--- config.mk ---
export PLATFORM = sky130hd
export DESIGN_NAME = mag_cmp_seq_flat
export DESIGN_NICKNAME = d
export VERILOG_FILES = /design/src/rtl/mag_cmp_seq_if.sv /design/src/rtl/mag_cmp_seq.sv /design/src/flat_wrapper.sv
export SDC_FILE = /design/constraint.sdc
export NUM_CORES = 1
export LEC_CHECK = 0
export CELL_PAD_IN_SITES_DETAIL_PLACEMENT = 1
export CELL_PAD_IN_SITES_GLOBAL_PLACEMENT = 1
export CORE_ASPECT_RATIO = 0.5
export CORE_MARGIN = 2
export CORE_UTILIZATION = 38
export CTS_BUF_LIST = sky130_fd_sc_hd__clkbuf_4 sky130_fd_sc_hd__clkbuf_8 sky130_fd_sc_hd__clkbuf_16
export DETAILED_ROUTE_END_ITERATION = 12
export PLACE_DENSITY = 0.84
export SETUP_SLACK_MARGIN = 0.4
export SLEW_MARGIN = 20
export SYNTH_ARGS = -nofsm -noshare
export SYNTH_HDL_FRONTEND = slang
export SYNTH_SLANG_ARGS = --single-unit
--- constraint.sdc ---
create_clock -name clk -period 1.9 [get_ports clk]
set_input_delay 0.475 -clock clk [delete_from_list [all_inputs] [get_ports clk]]
set_output_delay 0.475 -clock clk [all_outputs]
set_load 0.01 [all_outputs]
--- src/rtl/mag_cmp_seq_if.sv ---
// mag_cmp_seq_if: request/result bundle for the sequential magnitude comparator.
//   start, a, b                    : compare request and unsigned operands (master -> slave)
//   ready, done                    : idle indicator and one-cycle result-valid pulse (slave -> master)
//   agtb, aeqb, altb, ageb         : registered compare results (slave -> master)
interface mag_cmp_seq_if #(
    parameter int unsigned WIDTH = 16
);
    logic             start;
    logic [WIDTH-1:0] a;
    logic [WIDTH-1:0] b;
    logic             ready;
    logic             done;
    logic             agtb;
    logic             aeqb;
    logic             altb;
    logic             ageb;

    modport master (
        output start, a, b,
        input  ready, done, agtb, aeqb, altb, ageb
    );

    modport slave (
        input  start, a, b,
        output ready, done, agtb, aeqb, altb, ageb
    );
endinterface

--- src/rtl/mag_cmp_seq.sv ---
// mag_cmp_seq: unsigned magnitude comparator that walks the operands SLICE bits
// per cycle, most significant slice first (IDLE -> RUN x N -> DONE -> IDLE).
// Ports:
//   clk    : rising-edge clock
//   reset  : synchronous active-high reset
//   bus    : mag_cmp_seq_if.slave (start/a/b in; ready/done/agtb/aeqb/altb/ageb out)
// Build option:
//   MAG_CMP_EARLY_EXIT_EN : when defined, RUN ends right after the first unequal
//                           slice; otherwise all N slices are always walked.
module mag_cmp_seq #(
    parameter int unsigned WIDTH = 16,
    parameter int unsigned SLICE = 2
) (
    input  logic          clk,
    input  logic          reset,
    mag_cmp_seq_if.slave  bus
);
    localparam int unsigned N     = WIDTH / SLICE;
    localparam int unsigned IDX_W = (N > 1) ? $clog2(N) : 1;

    localparam logic [1:0] S_IDLE = 2'd0;
    localparam logic [1:0] S_RUN  = 2'd1;
    localparam logic [1:0] S_DONE = 2'd2;

    logic [1:0]       state_q, state_d;
    logic [WIDTH-1:0] a_q, a_d;
    logic [WIDTH-1:0] b_q, b_d;
    logic [IDX_W-1:0] idx_q, idx_d;
    logic             eq_q, eq_d;
    logic             gt_q, gt_d;
    logic             lt_q, lt_d;
    logic             ready_q, ready_d;
    logic             done_q, done_d;
    logic             agtb_q, agtb_d;
    logic             aeqb_q, aeqb_d;
    logic             altb_q, altb_d;
    logic             ageb_q, ageb_d;
    logic             slice_gt, slice_lt, finish;

    // State and datapath registers
    always_ff @(posedge clk) begin
        if (reset) begin
            state_q <= S_IDLE;
            a_q     <= '0;
            b_q     <= '0;
            idx_q   <= '0;
            eq_q    <= 1'b0;
            gt_q    <= 1'b0;
            lt_q    <= 1'b0;
            ready_q <= 1'b1;
            done_q  <= 1'b0;
            agtb_q  <= 1'b0;
            aeqb_q  <= 1'b0;
            altb_q  <= 1'b0;
            ageb_q  <= 1'b0;
        end else begin
            state_q <= state_d;
            a_q     <= a_d;
            b_q     <= b_d;
            idx_q   <= idx_d;
            eq_q    <= eq_d;
            gt_q    <= gt_d;
            lt_q    <= lt_d;
            ready_q <= ready_d;
            done_q  <= done_d;
            agtb_q  <= agtb_d;
            aeqb_q  <= aeqb_d;
            altb_q  <= altb_d;
            ageb_q  <= ageb_d;
        end
    end

    // Next-state and datapath logic
    always_comb begin
        state_d  = state_q;
        a_d      = a_q;
        b_d      = b_q;
        idx_d    = idx_q;
        eq_d     = eq_q;
        gt_d     = gt_q;
        lt_d     = lt_q;
        agtb_d   = agtb_q;
        aeqb_d   = aeqb_q;
        altb_d   = altb_q;
        ageb_d   = ageb_q;
        slice_gt = 1'b0;
        slice_lt = 1'b0;
        finish   = 1'b0;

        case (state_q)
            S_IDLE: begin
                if (bus.start) begin
                    state_d = S_RUN;
                    a_d     = bus.a;
                    b_d     = bus.b;
                    idx_d   = IDX_W'(N - 1);
                    eq_d    = 1'b1;
                    gt_d    = 1'b0;
                    lt_d    = 1'b0;
                end
            end
            S_RUN: begin
                // Operands are shifted left so the slice under test is always on top
                slice_gt = (a_q[WIDTH-1 -: SLICE] > b_q[WIDTH-1 -: SLICE]);
                slice_lt = (a_q[WIDTH-1 -: SLICE] < b_q[WIDTH-1 -: SLICE]);
                a_d      = a_q << SLICE;
                b_d      = b_q << SLICE;
                if (idx_q != '0) begin
                    idx_d = idx_q - IDX_W'(1);
                end
                // Only the first unequal slice decides the outcome
                if (eq_q && (slice_gt || slice_lt)) begin
                    eq_d = 1'b0;
                    gt_d = slice_gt;
                    lt_d = slice_lt;
                end
                finish = (idx_q == '0);
`ifdef MAG_CMP_EARLY_EXIT_EN
                finish = finish || (eq_q && (slice_gt || slice_lt));
`endif
                // Results are loaded on entry to DONE so they are valid with done
                if (finish) begin
                    state_d = S_DONE;
                    agtb_d  = gt_d;
                    aeqb_d  = eq_d;
                    altb_d  = lt_d;
                    ageb_d  = gt_d | eq_d;
                end
            end
            S_DONE: begin
                state_d = S_IDLE;
            end
            default: begin
                state_d = S_IDLE;
            end
        endcase

        ready_d = (state_d == S_IDLE);
        done_d  = (state_d == S_DONE);
    end

    assign bus.ready = ready_q;
    assign bus.done  = done_q;
    assign bus.agtb  = agtb_q;
    assign bus.aeqb  = aeqb_q;
    assign bus.altb  = altb_q;
    assign bus.ageb  = ageb_q;
endmodule

--- src/flat_wrapper.sv ---
// flat-port wrapper written by rule: the top's interface ports become plain ports
module mag_cmp_seq_flat 
#(
    parameter int unsigned WIDTH = 16,
    parameter int unsigned SLICE = 2
)
  (clk, reset, bus_start, bus_a, bus_b, bus_ready, bus_done, bus_agtb, bus_aeqb, bus_altb, bus_ageb);
  mag_cmp_seq_if #(.WIDTH(WIDTH)) bus_i ();
  input  logic clk;
  input  logic reset;
  input wire logic [$bits(bus_i.start)-1:0] bus_start;
  input wire logic [$bits(bus_i.a)-1:0] bus_a;
  input wire logic [$bits(bus_i.b)-1:0] bus_b;
  output wire logic [$bits(bus_i.ready)-1:0] bus_ready;
  output wire logic [$bits(bus_i.done)-1:0] bus_done;
  output wire logic [$bits(bus_i.agtb)-1:0] bus_agtb;
  output wire logic [$bits(bus_i.aeqb)-1:0] bus_aeqb;
  output wire logic [$bits(bus_i.altb)-1:0] bus_altb;
  output wire logic [$bits(bus_i.ageb)-1:0] bus_ageb;
  assign bus_i.start = bus_start;
  assign bus_i.a = bus_a;
  assign bus_i.b = bus_b;
  assign bus_ready = bus_i.ready;
  assign bus_done = bus_i.done;
  assign bus_agtb = bus_i.agtb;
  assign bus_aeqb = bus_i.aeqb;
  assign bus_altb = bus_i.altb;
  assign bus_ageb = bus_i.ageb;
  mag_cmp_seq #(.WIDTH(WIDTH), .SLICE(SLICE)) u_core (.clk(clk), .reset(reset), .bus(bus_i));
endmodule
==> results of run 1 <==
flip-flops by register name, summed over array words and instances (netlist names), 2 cells and up:
name,flops
u_core.a_q,16
u_core.state_q,2
u_core.b_q,16
u_core.idx_q,3
layout make-up:
cell class / count / area (µm²)
Fill cell: 604 / 2386
Timing Repair Buffer: 50 / 506.7
Multi-Input combinational cell: 154 / 963.4
Clock inverter: 2 / 12.51
Clock buffer: 6 / 82.58
Tap cell: 70 / 87.58
Inverter: 9 / 36.28
Sequential cell: 46 / 924.6
stage by stage:
stage | cells | hold WS [ps] | worst slack, ps
floorplan | 227 | 431.7 | 526.3
global placement | 329 | 441.5 | 54.27
detailed placement | 329 | 463.5 | -23.48
CTS | 337 | 473.9 | 377.3
global route | 337 | 496.3 | 405.0
finish | 337 | 468.4 | 480.8
worst max-delay path by stage:
stage                       from              end  depth (start not counted)  slack, ps
3_3_place_gp           bus_start   u_core.b_q[10]                          5         50
4_1_cts        u_core.state_q[0]  u_core.idx_q[1]                          3        380
6_report          u_core.b_q[15]      u_core.lt_q                          5        480
2_1_floorplan     u_core.b_q[15]      u_core.lt_q                          5        530
3_5_place_dp           bus_start   u_core.b_q[12]                          5        -20
5_1_grt           u_core.b_q[15]      u_core.lt_q                          5        400
report_power, final:
group | internal, µW | total, µW | switching (µW)
sequential | 1070 | 1140 | 67.3
clock | 293 | 620 | 328
combinational | 252 | 536 | 283
cells in the mapped netlist, drive strengths merged (2+ instances only):
cell type and instances:
a211oi 3, a21oi 47, a22oi 4, buf 13, clkbuf 5, dfxtp 46, ha 4, inv 9
mux2i 13, nand2 19, nand2b 2, nand3 2, nor2 7, nor2b 3, nor3b 2, o2111ai 2
o21ai 29, o221ai 2
layer usage:
layer	wire (µm)	up-vias	GRT usage, %
li1	-	885	-
met1	2496	872	23.40
met2	2656	34	32.76
met3	179	8	4.014
met4	93	0	6.679
met5	0	-	0
cell families (layout without fill, tap and decap cells):
logic type | count (synthesis) | in the layout
compound gates | 97 | 97
flops | 46 | 46
fa+ha+maj | 4 | 4
buf+inv | 27 | 67
mux | 13 | 13
simple gates | 40 | 40
repair_timing:
item | 4_1_cts | 5_1_grt
resized for setup | 13 | 7
setup endpoints to repair | 27 | 19
hold endpoints to repair | 0 | 0
pin swaps | 0 | 1
cloned | 0 | 0
worst reg2reg max path, cell delays in order (launching register included):
cell	delay (ps)
dfxtp_2	340
inv_1	40
ha_1	330
a21boi_2	220
nor4_1	70
a311o_1	320
==> results.yml, run 1 <==
outcome:
  status: "finished, final reports clean"
setup_path:
  cpLargestDelayFamily: "compound AO/OA/AOI/OAI gates"
  ff2ff_setup_slack_ps: 480
  path_class: "flop to flop"
  endpoint_kind: "flop"
  timing.rr.start: "u_core.b_q[15]"
  max_stage_delay_ps: 340
  start_kind: "flop"
  r2r-end: "u_core.lt_q"
  critical_path_arrival_ps: 1610
  cp_num_buf_inv: 1
  worstPathCellList: "inv_1 -> ha_1 -> a21boi_2 -> nor4_1 -> a311o_1"
  cp_max_fo: 4
  slowest_stage: "dfxtp_2"
  crit_required_ps: 2090
  r2r.worst_path.cells: 5
timing:
  relSlewSlack_pct: 78.96
  fin_crit_sh_pct: 74.69
  fin_tns_setup_ps: 0
  finClkSkew_ps: 8.298
  clock.fmax_mhz: 704.6
  setup_violations: 0
  tightest_slew_ps: 312.4
  rsz0062_at_grt: "no"
  maxSlewViolCount: 0
  fin_crit_ps: 1419
  hold_viol: 0
drt:
  drc_errors: 0
  drt-initial-drc-count: 59
  ant_nets: 0
  routed_wl_mm: 5.426
  avgViaCountPerCell: 5.338
  vias: 1799
  firstDrtPassIters: 4
  post_drt_wl_per_cell_um: 16.10
synth:
  ys_types: 38
  synth_compound_area_share_pct: 27.90
  synth_top_family_by_area: "compound AO/OA/AOI/OAI gates"
  netlist_top_cells_area: "dfxtp_1 (46%), a21oi_1 (12%), mux2i_1 (6.5%), o21ai_0 (6.5%), nand2_1 (3.6%)"
  synth-simple-area-share_pct: 9.738
  yosysSeqAreaShare_pct: 45.94
  postSynthAreaPerCell_um2: 8.830
  synthXorXnorAreaFrac_pct: 0
  synth-adder-area-share_pct: 2.497
  synth_top_area_share_pct: 45.94
  synth_area_um2: 2004
  yosys.area.top_type: "dfxtp_1"
  muxShareOfSynthArea_pct: 6.492
  async_flop_share_pct: 0
  synth_nets: 266
  synthFlopType: "dfxtp_1"
  synthCells: 227
  yosysWarnings: 0
  synth_enable_flop_cells: 0
  synth_seq_cells: 46
clock_network:
  clock_latency_ps: 300
  path_clk_slew_ps: 90
  cts_setup_buffers: 0
  cts_buffer_depth: 2
  cts_hold_buf: 0
  cts_max_level: 2
  clock-sinks: 46
  ctsRootBufferMaster: "clkbuf_8"
  cts_tree: "yes"
  cts_made_buffers: 5
die:
  core_um2: 5000
  die_h_um: 55.36
  rows: 18
  start_util_pct: 40.09
  ios: 41
  die_w_um: 106.7
  die-area_um2: 5907
placement:
  routabilityCongestion: 0.7804
  placed_area_um2: 2490
  dpl.hpwl_mm: 3.881
  port_buffers: 40
worst_hold_path:
  min_path_cells: 2
  hold_end: "u_core.bus.ageb"
  hold_start: "u_core.bus.ageb"
  min_path_type: "flop to flop"
global_routing:
  grt_start_max_net_pins: 42
  track_usage_pct: 18.92
  grt-ovfl-total: 0
  grt_pass1_wl_mm: 8.845
  antenna_found_initial: 0
  grt_pass1_vias: 1902
final_layout:
  final_cell_mix: "a21oi_1 (47), dfxtp_1 (43), clkdlybuf4s50_1 (32), o21ai_0 (26), nand2_1 (19)"
  layout_commonest_cell: "a21oi_1"
  layout-drive-gt1-share_pct: 11.61
  finalInstanceArea_um2: 2614
  area_growth_syn_to_layout_pct: 30.40
  antenna_cells: 0
  fin_nets: 305
  final_util_pct: 52.28
power_and_ir_drop:
  p_per_area_nw_per_um2: 877.9
  p_leak_uw: 0.001054
  finalPower_uw: 2295
  ir_drop_uv: 299.8
flow_run:
  maxCapViolCount: 0
Power figures use the tool's default switching activity.
==> inputs of run 2 (changes only) <==
--- a/config.mk
+++ b/config.mk
@@ -9,10 +9,10 @@
 export CELL_PAD_IN_SITES_GLOBAL_PLACEMENT = 1
 export CORE_ASPECT_RATIO = 0.5
 export CORE_MARGIN = 2
-export CORE_UTILIZATION = 38
+export CORE_UTILIZATION = 34
 export CTS_BUF_LIST = sky130_fd_sc_hd__clkbuf_4 sky130_fd_sc_hd__clkbuf_8 sky130_fd_sc_hd__clkbuf_16
 export DETAILED_ROUTE_END_ITERATION = 12
-export PLACE_DENSITY = 0.84
+export PLACE_DENSITY = 0.8
 export SETUP_SLACK_MARGIN = 0.4
 export SLEW_MARGIN = 20
 export SYNTH_ARGS = -nofsm -noshare
==> constraint.sdc (replaced) <==
create_clock -name clk -period 1.21 [get_ports clk]
set_input_delay 0.3025 -clock clk [delete_from_list [all_inputs] [get_ports clk]]
set_output_delay 0.3025 -clock clk [all_outputs]
set_load 0.01 [all_outputs]
==> results.yml, run 2 (synthesized netlist as in run 1, its figures left out) <==
outcome:
  status: "finished with violations"
  violations: "setup timing"
timing:
  fin_crit_ps: 1441
  relSlewSlack_pct: 70.14
  layout_setup_ws_ps: -231.2
  maxSlewViolCount: 0
  finClkSkew_ps: 6.306
  fin_crit_sh_pct: 119.1
  rsz0062_at_grt: "yes"
  hold_viol: 0
  setup_violations: 45
  clock.fmax_mhz: 693.9
  tightest_slew_ps: 447.5
  hold_slack_ps: 504.6
setup_path:
  cp_num_buf_inv: 1
  endpoint_kind: "flop"
  cpLargestDelayFamily: "simple AND/OR/NAND/NOR gates"
  path_class: "flop to flop"
  start_kind: "flop"
  critical_path_arrival_ps: 1660
  cp_max_fo: 7
  crit_required_ps: 1430
  max_stage_delay_ps: 390
  slowest_stage: "dfxtp_4"
  worstPathCellList: "buf_6 -> nand2b_4 -> nor4_1 -> a311o_1"
final_layout:
  fin_nets: 338
  area_growth_syn_to_layout_pct: 89.83
  biggestRegsByFlops: "u_core.a_q: 16 flops, u_core.b_q: 16 flops, u_core.idx_q: 3 flops"
  fillers: 533
  antenna_cells: 0
  finalInstanceArea_um2: 3805
  final_cell_mix: "a21oi_2 (33), dfxtp_1 (33), clkdlybuf4s50_1 (32), buf_6 (16), buf_4 (16)"
  final_cells: 373
  layout-drive-gt1-share_pct: 58.67
power_and_ir_drop:
  swShare_pct: 32.80
  ir_drop_uv: 763.1
  combPwrFrac_pct: 34.3
  p_leak_uw: 0.001427
  p_sw_uw: 1780
  seq_power_share_pct: 35.0
  p_per_area_nw_per_um2: 1426
  p_clk_share_pct: 30.6
  power.internal_uw: 3646
clock_network:
  ctsRootBufferMaster: "clkbuf_16"
  clock_latency_ps: 300
  cts_buffer_depth: 2
  path_clk_slew_ps: 70
  cts_tree: "yes"
  cts_max_level: 2
  clock-sinks: 46
  cts_made_buffers: 5
placement:
  dp.cells: 339
  placed_area_um2: 2715
  routabilityCongestion: 0.8402
  pre_cts_ws_ps: -577.0
  port_buffers: 40
  dpl.hpwl_mm: 4.128
global_routing:
  antenna_found_initial: 0
  grt_pass1_vias: 2335
  grt_pass1_wl_mm: 13.81
  grt_start_max_net_pins: 22
  grt-ovfl-total: 0
  track_usage_pct: 28.18
drt:
  firstDrtPassIters: 4
  avgViaCountPerCell: 5.879
  routed_wl_mm: 10.39
  post_drt_wl_per_cell_um: 27.87
  drc_errors: 0
  vias: 2193
  ant_nets: 0
  drt-initial-drc-count: 228
worst_hold_path:
  min_path_type: "flop to flop"
die:
  ios: 41
  start_util_pct: 35.88
  rows: 19
  die_h_um: 58.30
  core_um2: 5587
  die-area_um2: 6563
  die_w_um: 112.6
flow_run:
  maxCapViolCount: 0
-- run 2: cell count changes in the layout (fill, tap and decap cells not counted), sizes merged --
cell | before | now
buf | 10 | 48
dlygate4sd2 | 7 | 1
bufinv | 0 | 1
clkbuf | 6 | 7
clkdlybuf4s15 | 0 | 1
clkinv | 1 | 0
clkinvlp | 1 | 0
dlymetal6s2s | 1 | 0
o21ba | 1 | 2
-- run 2: final cells by class --
cell class	count	area (µm²)	share of cell area (%)
timing repair buffer	82	983.4	25.85
sequential	46	942.2	24.76
tap	73	91.34	2.401
inverter	9	33.78	0.8879
multi-input combinational	155	1584	41.63
clock buffer	7	140.1	3.683
clock inverter	1	30.03	0.7892
-- run 2: power groups by stage --
stage / clock network, µW / registers [µW] / logic [µW]
2_1_floorplan: 0 / 1810 / 694
3_3_place_gp: 0 / 1830 / 964
3_5_place_dp: 0 / 1840 / 1020
4_1_cts: 1620 / 1830 / 1420
5_1_grt: 1740 / 1900 / 1940
6_report: 1660 / 1900 / 1860
-- run 2: layer usage --
metal  vias to the layer above  GRT usage, %  part of all wire [%]
met4                         0         10.98                   2.3
met3                        23         5.870                   5.1
li1                        963             -                     -
met5                         -             0                     0
met1                      1113         33.89                    42
met2                        94         50.81                    51
-- run 2: what timing repair did --
| action | in CTS | in global routing |
|---|---|---|
| hold buffers | 0 | 0 |
| setup endpoints to repair | 52 | 52 |
| pin swaps | 18 | 26 |
| cloned | 6 | 0 |
| buffers inserted | 14 | 6 |
| endpoints found under the hold margin | 0 | 0 |
| gates resized for setup | 102 | 78 |
-- run 2: path summary, 6_finish.rpt --
path / from / end / slack, ps / cells past startpoint
worst min register to register: u_core.bus.agtb / u_core.bus.agtb / 500 / 2
worst max register to register: u_core.state_q[1] / u_core.lt_q / -230 / 4
worst min-delay path: u_core.bus.agtb / u_core.bus.agtb / 500 / 2
worst max-delay path: u_core.state_q[1] / u_core.lt_q / -230 / 4
-- run 2: per-stage QoR --
stage	TNS, ps	total power [µW]	util, %
floorplan	0	2503	-
global placement	-15090	2793	48.60
detailed placement	-17060	2861	48.60
CTS	-1530	4875	60.49
global route	-6804	5586	68.11
finish	-5412	5426	68.11
-- run 2: tightest hold or removal path, stage by stage, from the launching register on --
cell and delay (ps):
dfxtp_2 330, nand2_1 60, a21oi_1 70
==> patch 1: new RTL, config.mk and constraints of run 1 <==
`SLICE` is set to 2 in 2 places; all go to 4.
--- a/src/rtl/mag_cmp_seq.sv
+++ b/src/rtl/mag_cmp_seq.sv
@@ -9,7 +9,7 @@
 //                           slice; otherwise all N slices are always walked.
 module mag_cmp_seq #(
     parameter int unsigned WIDTH = 16,
-    parameter int unsigned SLICE = 2
+    parameter int unsigned SLICE = 4
 ) (
     input  logic          clk,
     input  logic          reset,
--- a/src/flat_wrapper.sv
+++ b/src/flat_wrapper.sv
@@ -2,7 +2,7 @@
 module mag_cmp_seq_flat 
 #(
     parameter int unsigned WIDTH = 16,
-    parameter int unsigned SLICE = 2
+    parameter int unsigned SLICE = 4
 )
   (clk, reset, bus_start, bus_a, bus_b, bus_ready, bus_done, bus_agtb, bus_aeqb, bus_altb, bus_ageb);
   mag_cmp_seq_if #(.WIDTH(WIDTH)) bus_i ();
Behaviour: not the same (Yosys sat finds a counterexample within 10 cycles, from zero or initial values and one cycle with reset high).
==> patch 1 against run 1 <==
Design area increased by 0.72%. Setup slack got worse by 140 ps. Area after synthesis decreased by 0.56%. Sequential cell count decreased by 1. Synthesized cell count decreased by 8.4%. Critical endpoint unchanged. Die area decreased by 0.53%. Wire length increased by 4.0%. Core utilization increased by 0.38 points. Critical path type unchanged. Power increased by 3.6%.
==> patch 1: results (changes against run 1) <==
| Metric | Value |
|---|---|
| CP max FO | `2 (-2)` |
| Status | `finished clean` |
| Post-CTS Resized | `11 (-2)` |
| CTS Root Cell | `clkbuf_8` |
| CTS H-tree depth | `2 (unchanged)` |
| First-pass GRT wire length | `9.25 mm (+4.6%)` |
| Peak VDD IR | `0.322 mV (+7.3%)` |
| Met2 Use GR | `32.6% (-0.16 points)` |
| Delay-heaviest family, CP | `compound AO/OA/AOI/OAI gates` |
| Post-CTS Setup Repair Bufs | `2 (+2)` |
| M1 GR Usage | `26.2% (+2.8 points)` |
| Met3 Use GR | `4.49% (+0.47 points)` |
| Ys flop type | `dfxtp_1` |
| Layout filler cell count | `579 (-4.1%)` |
| Unique masters post-synth | `34 (-11%)` |
| HPWL Detailed | `3.47 mm (-11%)` |
| Yosys Warn Count | `0 (unchanged)` |
| Share of layout cells above drive strength 1 | `24.4% (+13 points)` |
| Sequential-to-total area share from yosys stat | `45.2% (-0.74 points)` |
| Final wirelength | `5.64 mm (+4.0%)` |
| Synth async-reset ratio | `0% (unchanged)` |
| Slew HR | `65.5% (-13 points)` |
| WL per Instance | `17.9 um (+11%)` |
| Final Wtd Congestion | `0.731 (-6.4%)` |
| GRT Util Overall | `19.9% (+0.96 points)` |
| N_diodes | `0 (unchanged)` |
| Leakage | `0.993 nW (-5.8%)` |
| Avg Cell Area, Syn | `9.58 sq um (+8.5%)` |
| Clk buf depth | `2 (unchanged)` |
| Data arrival, critical path | `1750 ps (+140 ps)` |
| Syn nets | `248 (-6.8%)` |
| Vias in the first global route | `1815 (-4.6%)` |
| Post-synth top cells | `45 x dfxtp_1, 36 x nor2_1, 24 x o22ai_1, 20 x a211oi_2` |
| Clk slew on worst S/H paths | `90 ps (about the same)` |
| Largest net degree at the start of global routing | `28 (-33%)` |
| Clock Skew | `9.14 ps (+0.842 ps)` |
| Synth area leaders | `dfxtp_1 45%, a211oi_2 13%, o22ai_1 7.5%, nor2_1 6.8%, ha_1 3.1%` |
| Biggest regs | `u_core.a_q (16), u_core.b_q (16)` |
| Nets | `285 (-6.6%)` |
| CP max-delay cell | `dfxtp_1` |
| Vias per inst | `5.59 (+4.8%)` |
| Placed instance count | `306 (-7.0%)` |
| Starting DRC count in detailed routing | `71 (+20%)` |
-- patch 1: metal layers --
layer,vias up,part of all wire [%],routed length [um]
met3,4,2.6,146
met2,31,48,2710
met4,0,0.50,28
li1,840,-,-
met1,893,49,2760
met5,-,0,0
-- patch 1: tightest hold or removal path, delay by kind of cell (launching register included) --
kind	cells	cell delay (ps)
compound gates	1	50
simple gates	1	50
flops	1	320
-- patch 1: per-stage QoR --
stage	setup slack (ps)	utilization (%)	hold slack (ps)	area [sq um]
floorplan	493	-	455	1990
global placement	161	49.2	447	2460
detailed placement	63.6	49.2	472	2460
CTS	392	51.6	478	2580
global route	263	52.7	494	2630
finish	344	52.7	467	2630
-- patch 1: area by class of cell --
cell class | count | area (sq um) | share of cell area [%]
clock buffers | 6 | 76.3 | 2.90
flip-flops and latches | 45 | 906 | 34.4
well taps | 70 | 87.6 | 3.33
inverters | 10 | 40.0 | 1.52
repair buffers | 47 | 493 | 18.7
multi-input cells | 136 | 1020 | 38.7
clock inverters | 2 | 10.0 | 0.380
-- patch 1: worst paths after layout --
path,from,to,slack (ps),cells past startpoint
setup / recovery,u_core.b_q[13],u_core.lt_q,340,7
hold / removal,u_core.bus.agtb,u_core.bus.agtb,470,2
setup reg to reg,u_core.b_q[13],u_core.lt_q,340,7
hold reg to reg,u_core.bus.agtb,u_core.bus.agtb,470,2
-- patch 1: power by group --
part / leakage (nW) / switching (mW) / internal, mW
combinational: 0.572 / 0.341 / 0.306
clock: 0.0484 / 0.335 / 0.270
sequential: 0.373 / 0.0800 / 1.05
-- patch 1: kinds of logic after synthesis --
kind of cell             synth area share, %
adder cells (fa/ha/maj)                 3.14
multiplexers                           0.565
AO/OA/AOI/OAI                           31.1
flip-flops                              45.2
AND/OR/NAND/NOR                         12.9
buffers and inverters                   7.09
==> patch 2: new RTL, settings of run 1 <==
Made on the original files. Make the reset (`reset`) asynchronous in one clocked block. Comments in the files are not updated.
--- a/src/rtl/mag_cmp_seq.sv
+++ b/src/rtl/mag_cmp_seq.sv
@@ -38,7 +38,7 @@
     logic             slice_gt, slice_lt, finish;
 
     // State and datapath registers
-    always_ff @(posedge clk) begin
+    always_ff @(posedge clk or posedge reset) begin
         if (reset) begin
             state_q <= S_IDLE;
             a_q     <= '0;
Formal check against the unedited RTL: differs if reset is asserted again (counterexample within 4 cycles, from zero or initial values and one cycle with reset high); with reset held inactive, the same outputs for 10 cycles.
==> patch 2 against run 1 <==
Sequential share of layout area is 4.2 points higher. Setup slack worse by 20 ps. Critical path type unchanged. Design area up 11%. Count of clock-buffer cells in the layout rose by 1. Global-route usage down 0.68 points. Largest cell class is now flip-flops and latches. Sequential cell count did not move. Area after synthesis is 11% higher. Clock skew is 2.3 ps lower. First-iteration DRC count shrank 25%. Wire length is 1.1% higher.
Power is not compared: it rests on default switching activity, and its combinational part moved more than twofold at a synthesized area within 25%.
==> patch 2: results (changes against run 1) <==
| Metric | Value |
|---|---|
| R2R Path Start | `u_core.b_q[14]` |
| Post-synth top cells | `45 x dfrtp_1, 32 x nand2_1, 30 x mux2i_1, 18 x o21ai_1, 12 x inv_1` |
| Unique masters post-synth | `34 (-11%)` |
| Layout Cells excl Fill | `322 (-4.5%)` |
| Worst r2r dst | `u_core.gt_q` |
| WL per Instance | `17.0 um (+5.8%)` |
| Sequential-to-total area share from yosys stat | `52.0% (+6.0 points)` |
| Clock latency on the worst-skew pair | `280 ps (-20 ps)` |
| Status | `finished clean` |
| Worst R2R Setup Slack | `460 ps (-20 ps)` |
| # clock sinks | `46 (unchanged)` |
| Tmin final | `1440 ps (+20.2 ps)` |
| Storage cell area | `1150 sq um (+25%)` |
| GRT Util Overall | `18.2% (-0.68 points)` |
| Vias in the first global route | `1842 (-3.2%)` |
| Placed instance count | `310 (-5.8%)` |
| Starting DRC count in detailed routing | `44 (-25%)` |
| Share of layout cells above drive strength 1 | `12.4% (+0.84 points)` |
| Largest net degree at the start of global routing | `41 (-2.4%)` |
| CTS Root Cell | `clkbuf_16` |
| Post-placement cell area | `2680 sq um (+7.7%)` |
| Final core utilization | `52.4% (+0.084 points)` |
| First-pass GRT wire length | `9.09 mm (+2.8%)` |
| Clk_buf instances | `7 (+1)` |
| Synth area leaders | `dfrtp_1 51%, mux2i_1 14%, nand2_1 5.4%, o21ai_1 4.1%, buf_6 3.0%` |
| Final Wtd Congestion | `0.699 (-10%)` |
| Slew HR | `71.8% (-7.2 points)` |
| Multi-input logic portion of the cell area | `32.7% (-4.1 points)` |
| Clk slew on worst S/H paths | `60 ps (-30 ps)` |
| Synth async-reset ratio | `100% (+100 points)` |
| Compound-Gate Fraction of Synth Area | `14.3% (-14 points)` |
| Nets | `287 (-5.9%)` |
| R2R depth | `4 (-1)` |
| Multi-In Gates | `133 (-14%)` |
| Syn nets | `243 (-8.6%)` |
| First-pass detailed-route iteration total | `4 (unchanged)` |
| Vias per inst | `5.13 (-4.0%)` |
| HPWL Detailed | `3.68 mm (-5.2%)` |
| Synth Area in Adders | `2.26% (-0.24 points)` |
| Data arrival, critical path | `1660 ps (+50 ps)` |
| Logic inverters | `12 (+3)` |
| Post-Place Worst Slack | `190 ps (+214 ps)` |
| Clock Skew | `6.01 ps (-2.29 ps)` |
| Biggest regs | `u_core.a_q (16), u_core.b_q (16), u_core.idx_q (3)` |
| Post-synthesis mux area share | `13.5% (+7.1 points)` |
| Die ar. | `6500 sq um (+10%)` |
| Layout filler cell count | `620 (+2.6%)` |
| Clock-cell share | `5.20% (+1.6 points)` |
| Non-clk buf share | `17.7% (-1.7 points)` |
| Leakage | `around 1.4 nW` |
| Avg Cell Area, Syn | `10.9 sq um (+23%)` |
-- patch 2: changes by cell type in the layout (fill, tap and decap cells not counted), sizes merged, moves of 4 or more --
cell           run 1  this run
dfxtp             46         0
dfrtp              0        45
a21oi             47         3
mux2i             13        30
nand2             19        32
a22o               0         4
nand2b             2         6
-- patch 2: worst min-delay path by stage --
stage                      startpoint         endpoint  slack, ps  depth (start not counted)
detailed placement     u_core.b_q[13]   u_core.b_q[13]        470                          2
CTS                     u_core.a_q[3]    u_core.a_q[3]        480                          2
floorplan               u_core.b_q[3]    u_core.b_q[3]        450                          2
finish                  u_core.a_q[5]    u_core.a_q[5]        480                          2
global route        u_core.state_q[0]  u_core.idx_q[0]        510                          1
global placement       u_core.b_q[13]   u_core.b_q[13]        460                          2
-- patch 2: what timing repair did --
action	CTS	global route
setup buffers	0	4
gates cloned	0	0
pin swaps	0	3
setup endpoints to repair	17	12
resized for setup	11	7
-- patch 2: per-layer routing --
| layer | global-route usage [%] | wire length (um) | vias to the layer above |
|---|---|---|---|
| li1 | - | - | 790 |
| met1 | 22.3 | 2440 | 815 |
| met2 | 33.2 | 2740 | 35 |
| met3 | 4.18 | 204 | 11 |
| met4 | 5.05 | 93 | 0 |
| met5 | 0 | 0 | - |
-- patch 2: power groups by stage --
stage / registers, mW / logic [mW] / clock network, mW
finish: 1.67 / 1.98 / 0.897
global route: 1.72 / 2.20 / 0.952
CTS: 1.68 / 1.85 / 0.912
detailed placement: 1.68 / 1.82 / 0
global placement: 1.64 / 1.71 / 0
floorplan: 1.60 / 1.43 / 0
-- patch 2: critical path, cell delays in order, from the launching register on --
cell and delay (ps):
dfrtp_1 440, ha_4 270, a21bo_2 250, a211oi_1 230, o22a_1 190
